<file path="src/rtl/cdc_fifo_stream_reader_if.sv">
// cdc_fifo_stream_reader_if: FIFO read port, output stream and control/status bundle of the stream reader
//   fifo_read_data/fifo_empty/fifo_read_increment : show-ahead FIFO read port (pop on increment)
//   enable/flush                                  : run permission level and 1-cycle flush request
//   out_data/out_valid/out_ready                  : registered valid/ready output stream
//   word_count/busy                               : saturating transfer count, flush-in-progress flag
interface cdc_fifo_stream_reader_if #(
  parameter int DATA_WIDTH  = 8,
  parameter int COUNT_WIDTH = 16
);
  logic [DATA_WIDTH-1:0]  fifo_read_data;
  logic                   fifo_empty;
  logic                   fifo_read_increment;
  logic                   enable;
  logic                   flush;
  logic [DATA_WIDTH-1:0]  out_data;
  logic                   out_valid;
  logic                   out_ready;
  logic [COUNT_WIDTH-1:0] word_count;
  logic                   busy;
  modport master (
    input  fifo_read_data, fifo_empty, enable, flush, out_ready,
    output fifo_read_increment, out_data, out_valid, word_count, busy
  );
  modport slave (
    output fifo_read_data, fifo_empty, enable, flush, out_ready,
    input  fifo_read_increment, out_data, out_valid, word_count, busy
  );
endinterface

</file>
<file path="src/rtl/cdc_fifo_stream_reader.sv">
// cdc_fifo_stream_reader: pops a show-ahead CDC FIFO into a 2-entry skid buffer feeding a valid/ready stream
//   clock : read-domain clock
//   reset : asynchronous active-high reset
//   bus   : master side of cdc_fifo_stream_reader_if (FIFO read port, stream, enable/flush, count/busy)
module cdc_fifo_stream_reader #(
  parameter int DATA_WIDTH  = 8,
  parameter int COUNT_WIDTH = 16
) (
  input  logic                      clock,
  input  logic                      reset,
  cdc_fifo_stream_reader_if.master  bus
);
  typedef enum logic [1:0] {IDLE, RUN, FLUSH} state_t;
  state_t                 state_q, state_d;
  logic [1:0]             occ_q, occ_d;
  logic [DATA_WIDTH-1:0]  head_q, head_d, skid_q, skid_d;
  logic [COUNT_WIDTH-1:0] count_q, count_d;
  logic                   pop, push, xfer, flush_req;
  // Pop decision uses only registered occupancy, so out_ready never reaches the FIFO strobe combinationally.
  always_comb begin
    pop       = !bus.fifo_empty && (state_q == FLUSH || (state_q == RUN && occ_q != 2'd2));
    push      = pop && state_q == RUN;
    xfer      = occ_q != 2'd0 && bus.out_ready;
    flush_req = bus.flush && state_q != FLUSH;
    state_d   = flush_req ? FLUSH :
                state_q == FLUSH ? (bus.fifo_empty ? IDLE : FLUSH) :
                bus.enable ? RUN : IDLE;
    occ_d     = flush_req ? 2'd0 : occ_q + {1'b0, push} - {1'b0, xfer};
    // New word lands in head when the buffer is (or is becoming) empty, otherwise in skid.
    head_d    = (push && (occ_q == 2'd0 || (occ_q == 2'd1 && xfer))) ? bus.fifo_read_data :
                xfer ? skid_q : head_q;
    skid_d    = (push && occ_q == 2'd1 && !xfer) ? bus.fifo_read_data : skid_q;
    count_d   = (xfer && !(&count_q)) ? count_q + 1'b1 : count_q;
  end
  always_ff @(posedge clock or posedge reset) begin
    if (reset) begin
      state_q <= IDLE;
      occ_q   <= '0;
      head_q  <= '0;
      skid_q  <= '0;
      count_q <= '0;
    end else begin
      state_q <= state_d;
      occ_q   <= occ_d;
      head_q  <= head_d;
      skid_q  <= skid_d;
      count_q <= count_d;
    end
  end
  assign bus.fifo_read_increment = pop;
  assign bus.out_data            = head_q;
  assign bus.out_valid           = occ_q != 2'd0;
  assign bus.word_count          = count_q;
  assign bus.busy                = state_q == FLUSH;
endmodule

</file>
<file path="src/flat_wrapper.sv">
// flat-port wrapper written by rule: the top's interface ports become plain ports
module cdc_fifo_stream_reader_flat 
#(
  parameter int DATA_WIDTH  = 8,
  parameter int COUNT_WIDTH = 16
)
  (clock, reset, bus_fifo_read_data, bus_fifo_empty, bus_enable, bus_flush, bus_out_ready, bus_fifo_read_increment, bus_out_data, bus_out_valid, bus_word_count, bus_busy);
  cdc_fifo_stream_reader_if #(.DATA_WIDTH(DATA_WIDTH), .COUNT_WIDTH(COUNT_WIDTH)) bus_i ();
  input  logic clock;
  input  logic reset;
  input wire logic [$bits(bus_i.fifo_read_data)-1:0] bus_fifo_read_data;
  input wire logic [$bits(bus_i.fifo_empty)-1:0] bus_fifo_empty;
  input wire logic [$bits(bus_i.enable)-1:0] bus_enable;
  input wire logic [$bits(bus_i.flush)-1:0] bus_flush;
  input wire logic [$bits(bus_i.out_ready)-1:0] bus_out_ready;
  output wire logic [$bits(bus_i.fifo_read_increment)-1:0] bus_fifo_read_increment;
  output wire logic [$bits(bus_i.out_data)-1:0] bus_out_data;
  output wire logic [$bits(bus_i.out_valid)-1:0] bus_out_valid;
  output wire logic [$bits(bus_i.word_count)-1:0] bus_word_count;
  output wire logic [$bits(bus_i.busy)-1:0] bus_busy;
  assign bus_i.fifo_read_data = bus_fifo_read_data;
  assign bus_i.fifo_empty = bus_fifo_empty;
  assign bus_i.enable = bus_enable;
  assign bus_i.flush = bus_flush;
  assign bus_i.out_ready = bus_out_ready;
  assign bus_fifo_read_increment = bus_i.fifo_read_increment;
  assign bus_out_data = bus_i.out_data;
  assign bus_out_valid = bus_i.out_valid;
  assign bus_word_count = bus_i.word_count;
  assign bus_busy = bus_i.busy;
  cdc_fifo_stream_reader #(.DATA_WIDTH(DATA_WIDTH), .COUNT_WIDTH(COUNT_WIDTH)) u_core (.clock(clock), .reset(reset), .bus(bus_i));
endmodule
</file>
<file path="config.mk">
export PLATFORM = sky130hd
export DESIGN_NAME = cdc_fifo_stream_reader_flat
export DESIGN_NICKNAME = d
export VERILOG_FILES = /design/src/rtl/cdc_fifo_stream_reader_if.sv /design/src/rtl/cdc_fifo_stream_reader.sv /design/src/flat_wrapper.sv
export SDC_FILE = /design/constraint.sdc
export NUM_CORES = 1
export LEC_CHECK = 0
export CAP_MARGIN = 30
export CORE_MARGIN = 2
export CORE_UTILIZATION = 35
export DETAILED_ROUTE_END_ITERATION = 7
export GPL_ROUTABILITY_DRIVEN = 0
export SLEW_MARGIN = 20
export SYNTH_ARGS = -nofsm -noshare
export SYNTH_HDL_FRONTEND = slang
export SYNTH_SLANG_ARGS = --single-unit
</file>
<file path="constraint.sdc">
create_clock -name clock -period 6.6 [get_ports clock]
set_clock_uncertainty 0.2 [all_clocks]
set_input_delay 0.66 -clock clock [delete_from_list [all_inputs] [get_ports clock]]
set_output_delay 0.66 -clock clock [all_outputs]
set_load 0.01 [all_outputs]
</file>
Yosys cells after proc, flatten, opt, wreduce, memory -nomap -nowiden. Index checks and enable logic that the tools add are counted.

Register bits after elaboration: 36. Output and inout bits: 27. Word-level logic and storage cells: 39.

Add/subtract/negate cells: 3. Eq/ne operators: 5. Multiplexer cells: 7. Reductions and logical operators: 19.

Operators by type and width (number): $add 16x1->16 const B (1); $mux 8 (2); $reduce_and 16->1 (1); $logic_and 1x1->1 (10); $mux 2 (4); $eq 2x1->1 const B (2); $ne 2x2->1 const B (2); $reduce_bool 2->1 (2); $logic_not 1->1 (3); $add 2x1->2 (1); $eq 2x2->1 const B (1); $logic_not 2->1 (1); $logic_or 1x1->1 (2); $sub 2x1->2 (1); $mux 1 (1).

Longest topological paths before layout.
Word-level depth: 8. Gate-level depth with buffers: 9. Gate-level depth less buffers: 8.

Worst setup path after synthesis. No wires, ideal clock.

Path type: input -> register. Start: input port bus_out_ready. End: register u_core.occ_q[1]. Setup time: 0.124 ns. Data arrival time: 2.020 ns. Slack: 4.256 ns. Stages on the path: 9. Buffers on the path: 1. Cells stage by stage: o21ai_1 -> buf_2 -> inv_1 -> ha_1 -> inv_1 -> ha_1 -> xor2_1 -> xnor2_1 -> a21oi_1.

Longest elaborated chain between the ends: 3.

Ends and longest elaborated chain: start, declared (line flat_wrapper.sv:15) `input wire logic [$bits(bus_i.out_ready)-1:0] bus_out_ready;`; $logic_and 1x1->1 (line cdc_fifo_stream_reader.sv:23) `xfer = occ_q != 2'd0 && bus.out_ready;`; $sub 2x1->2 (line cdc_fifo_stream_reader.sv:28) `occ_d = flush_req ? 2'd0 : occ_q + {1'b0, push} - {1'b0, xfer};`; $mux 2 (line cdc_fifo_stream_reader.sv:28); named net u_core.occ_d[1] (line cdc_fifo_stream_reader.sv:15) `logic [1:0] occ_q, occ_d;`; end signal, assigned (line cdc_fifo_stream_reader.sv:38) `occ_q <= '0;`; end signal, assigned (line cdc_fifo_stream_reader.sv:44) `occ_q <= occ_d;`; end, declared (line cdc_fifo_stream_reader.sv:15).

The timed path passes the listed nets, and every way through them passes these cells. A chain may end at the register's enable or synchronous reset.

Worst setup path after layout.
Start: input port bus_fifo_empty. End: output port bus_fifo_read_increment.

Longest elaborated chain between the ends: 2.

Ends and longest elaborated chain: start, declared (line flat_wrapper.sv:12) `input wire logic [$bits(bus_i.fifo_empty)-1:0] bus_fifo_empty;`; $logic_not 1->1 (line cdc_fifo_stream_reader.sv:21) `pop = !bus.fifo_empty && (state_q == FLUSH || (state_q == RUN && occ_q != 2'd2));`; $logic_and 1x1->1 (line cdc_fifo_stream_reader.sv:21); end, declared (line flat_wrapper.sv:16) `output wire logic [$bits(bus_i.fifo_read_increment)-1:0] bus_fifo_read_increment;`.

No other way between the ends.

==> key figures <==
Finish
  • Fin util: 0.489
  • Layout cells sized above 1: 0.137
  • N_diodes: 0
  • Most frequent cells in the layout: 40 x clkdlybuf4s50_1, 36 x dfrtp_1, 12 x nand2_1, 12 x xnor2_1, 9 x o21ai_0
  • Area delta synth->final: 34.7%
  • Fillers: approximately 430
  • Most common cell after layout, fill and taps aside: clkdlybuf4s50_1
  • Final nets: 213

Global routing
  • First-pass GRT wire length: just under 6000 um
  • Largest net degree at the start of global routing: 37
  • Initial antenna violation count: 0
  • Total congestion overflow: 0
  • GRT Overall Usage: 0.145
  • Vias in the first global route: 1,266

STA
  • Measured slew at the worst slew-check pin: between 0.4 and 0.5 ns
  • Max Transition Viols Final: 0
  • Slew margin rel.: 0.694
  • Period utilization: 0.413
  • Final hold slack: 0.299 ns
  • Fmax: 367 MHz
  • Final Hold Viols: 0
  • Minimum clock period: 2.73 ns
  • RSZ-0062 raised after global routing: false
  • Setup_tns: 0 ns
  • Final worst slack: slightly below 4 ns
  • Final setup violation count: 0

Detailed routing
  • Initial drt markers: 89
  • WL/cell: around 14 um
  • DRC errors left: 0
  • Antenna Nets Post-Route: 0
  • WL final: 3470 um
  • Via count: approximately 1,300
  • Vias per cell: roughly 5.1
  • First drt pass iteration count: 4

Synth
  • Gate count after technology mapping: around 150
  • Syn_nets: 165
  • Async set or reset register ratio after synthesis: 1.00
  • Sequential cell area fraction in the yosys report: 0.529
  • Post-synthesis cell type count: 34
  • Yosys warning total: 0
  • Mean Syn Cell Area: 11.5 um2
  • Synthesized area: approximately 1700 um2
  • Synth Register Bits: 36
  • Post-synth EDFFs: 0
  • Main synth FF type: dfrtp_1

Power and ir drop
  • Leak Pwr: approximately 1.0 nW
  • Power, Total: between 700 and 800 uW
  • P per Cell Area: ~340 nW/um2
  • Worst IR Drop VDD: around 0.00016 V

Worst setup path
  • Worst r2r src: u_core.occ_q[1]$_DFF_PP0_
  • CP Class: in -> out
  • CP required: 5.74 ns
  • CP arrival: ~1.9 ns
  • Crit start category: input port
  • Critical Path End Type: output pin
  • Max FO, Critical Path: 5
  • CP startpoint: bus_fifo_empty

Clock tree
  • Hold buffer count at CTS: 0
  • CTS buffer count: 5
  • Root Driver: clkbuf_8
  • Worst-path clk slew: 0.07 ns
  • Post-CTS setup buffers: 0
  • Clock Latency Late Sink: roughly 0.28 ns
  • Maximum buffer depth of the clock tree: 2
  • Htree depth: 2
  • Clock sinks: 36
  • Post-CTS sizing: 0
  • CTS tree: done

Floorplanning
  • Ports: 41
  • Initial Utilization: 0.363
  • FP Rows: 25
  • Die area: about 5400 um2
  • Core area: ~4700 um2
  • Die Wd: between 70 and 80 um
  • Die height: 73.7 um

Placed design
  • Hpwl dp: 2470 um
  • Dpl ws: 3.89 ns
  • PortBufs: 40

Min path
  • Hold_sp: u_core.bus.word_count[10]$_DFFE_PP0P_
  • Hold crit path type: reg -> reg

Job
  • Max Cap Viol: 0

Status
  • Status: completed
[through the flow]
step | instances | cell area (um2)
CTS | 251 | 2290
global route | 251 | 2290
global placement | 242 | 2180
detailed placement | 243 | 2180
floorplan | 148 | 1700
finish | 251 | 2290
[routing by layer]
| layer | vias up | GRT usage | wire length (um) |
|---|---|---|---|
| li1 | 620 | - | - |
| met1 | 604 | 0.178 | 1560 |
| met2 | 51 | 0.234 | 1640 |
| met3 | 6 | 0.0535 | 229 |
| met4 | 0 | 0.0485 | 47 |
| met5 | - | 0 | 0 |
[final timing paths]
| check | endpoint | slack (ns) | cells after the start |
|---|---|---|---|
| max | bus_fifo_read_increment | 3.87 | 3 |
| min | u_core.bus.word_count[10]$_DFFE_PP0P_ | 0.30 | 1 |
| max reg2reg | u_core.occ_q[1]$_DFF_PP0_ | 4.50 | 9 |
| min reg2reg | u_core.bus.word_count[10]$_DFFE_PP0P_ | 0.30 | 1 |
| max in group asynchronous | u_core.state_q[0]$_DFF_PP0_ | 5.28 | 3 |
| min in group asynchronous | u_core.bus.word_count[15]$_DFFE_PP0P_ | 0.59 | 3 |
[state kept, by name (all words and copies together) (netlist names)]
signal and cells:
u_core.occ_q 2, u_core.bus.word_count 16, u_core.state_q 2, u_core.bus.out_data 8, u_core.skid_q 8
[kinds of logic (layout without fill, tap and decap cells)]
group | after synthesis | in the layout | synth area share
compound gates | 13 | 13 | 0.0397
xor+xnor | 17 | 17 | 0.0875
fa+ha+maj | 3 | 3 | 0.0221
buf+inv | 8 | 57 | 0.0184
flops | 36 | 36 | 0.529
mux | 17 | 17 | 0.109
simple gates | 54 | 54 | 0.194
[cell usage after synthesis, types with 2 or more instances]
cell | n | area share
mux2i_1 | 8 | 0.047
nand4_1 | 8 | 0.029
nand2b_1 | 2 | 0.0074
or2_2 | 2 | 0.0074
and3_1 | 2 | 0.0074
xor2_1 | 5 | 0.026
ha_1 | 3 | 0.022
and2_1 | 2 | 0.0074
and4_1 | 2 | 0.010
o21ai_0 | 9 | 0.026
a21oi_1 | 2 | 0.0059
nand3_1 | 7 | 0.021
nor2_1 | 4 | 0.0088
inv_1 | 6 | 0.013
dfrtp_1 | 36 | 0.53
nor3_1 | 2 | 0.0059
nor3b_1 | 2 | 0.0088
mux2_2 | 8 | 0.053
xnor2_1 | 12 | 0.062
nand2_1 | 12 | 0.026
[worst max-delay path, stage by stage]
cell             delay, ns
clkdlybuf4s50_1       0.49
a21oi_1               0.16
clkdlybuf4s50_1       0.56
[cell type report]
class                           instances  area (um2)  share of cell area
Sequential cell                        36         901               0.393
Multi-Input combinational cell        104         769               0.336
Timing Repair Buffer                   43         420               0.183
Clock buffer                            5        68.8              0.0300
Tap cell                               54        67.6              0.0295
Clock inverter                          3        42.5              0.0186
Inverter                                6        22.5             0.00983
[power by group]
part	total (mW)	switching, mW	internal (mW)
combinational	0.256	0.104	0.151
sequential	0.336	0.0543	0.282
clock	0.192	0.0803	0.112
Note: power is estimated with default switching activity, not from simulation.
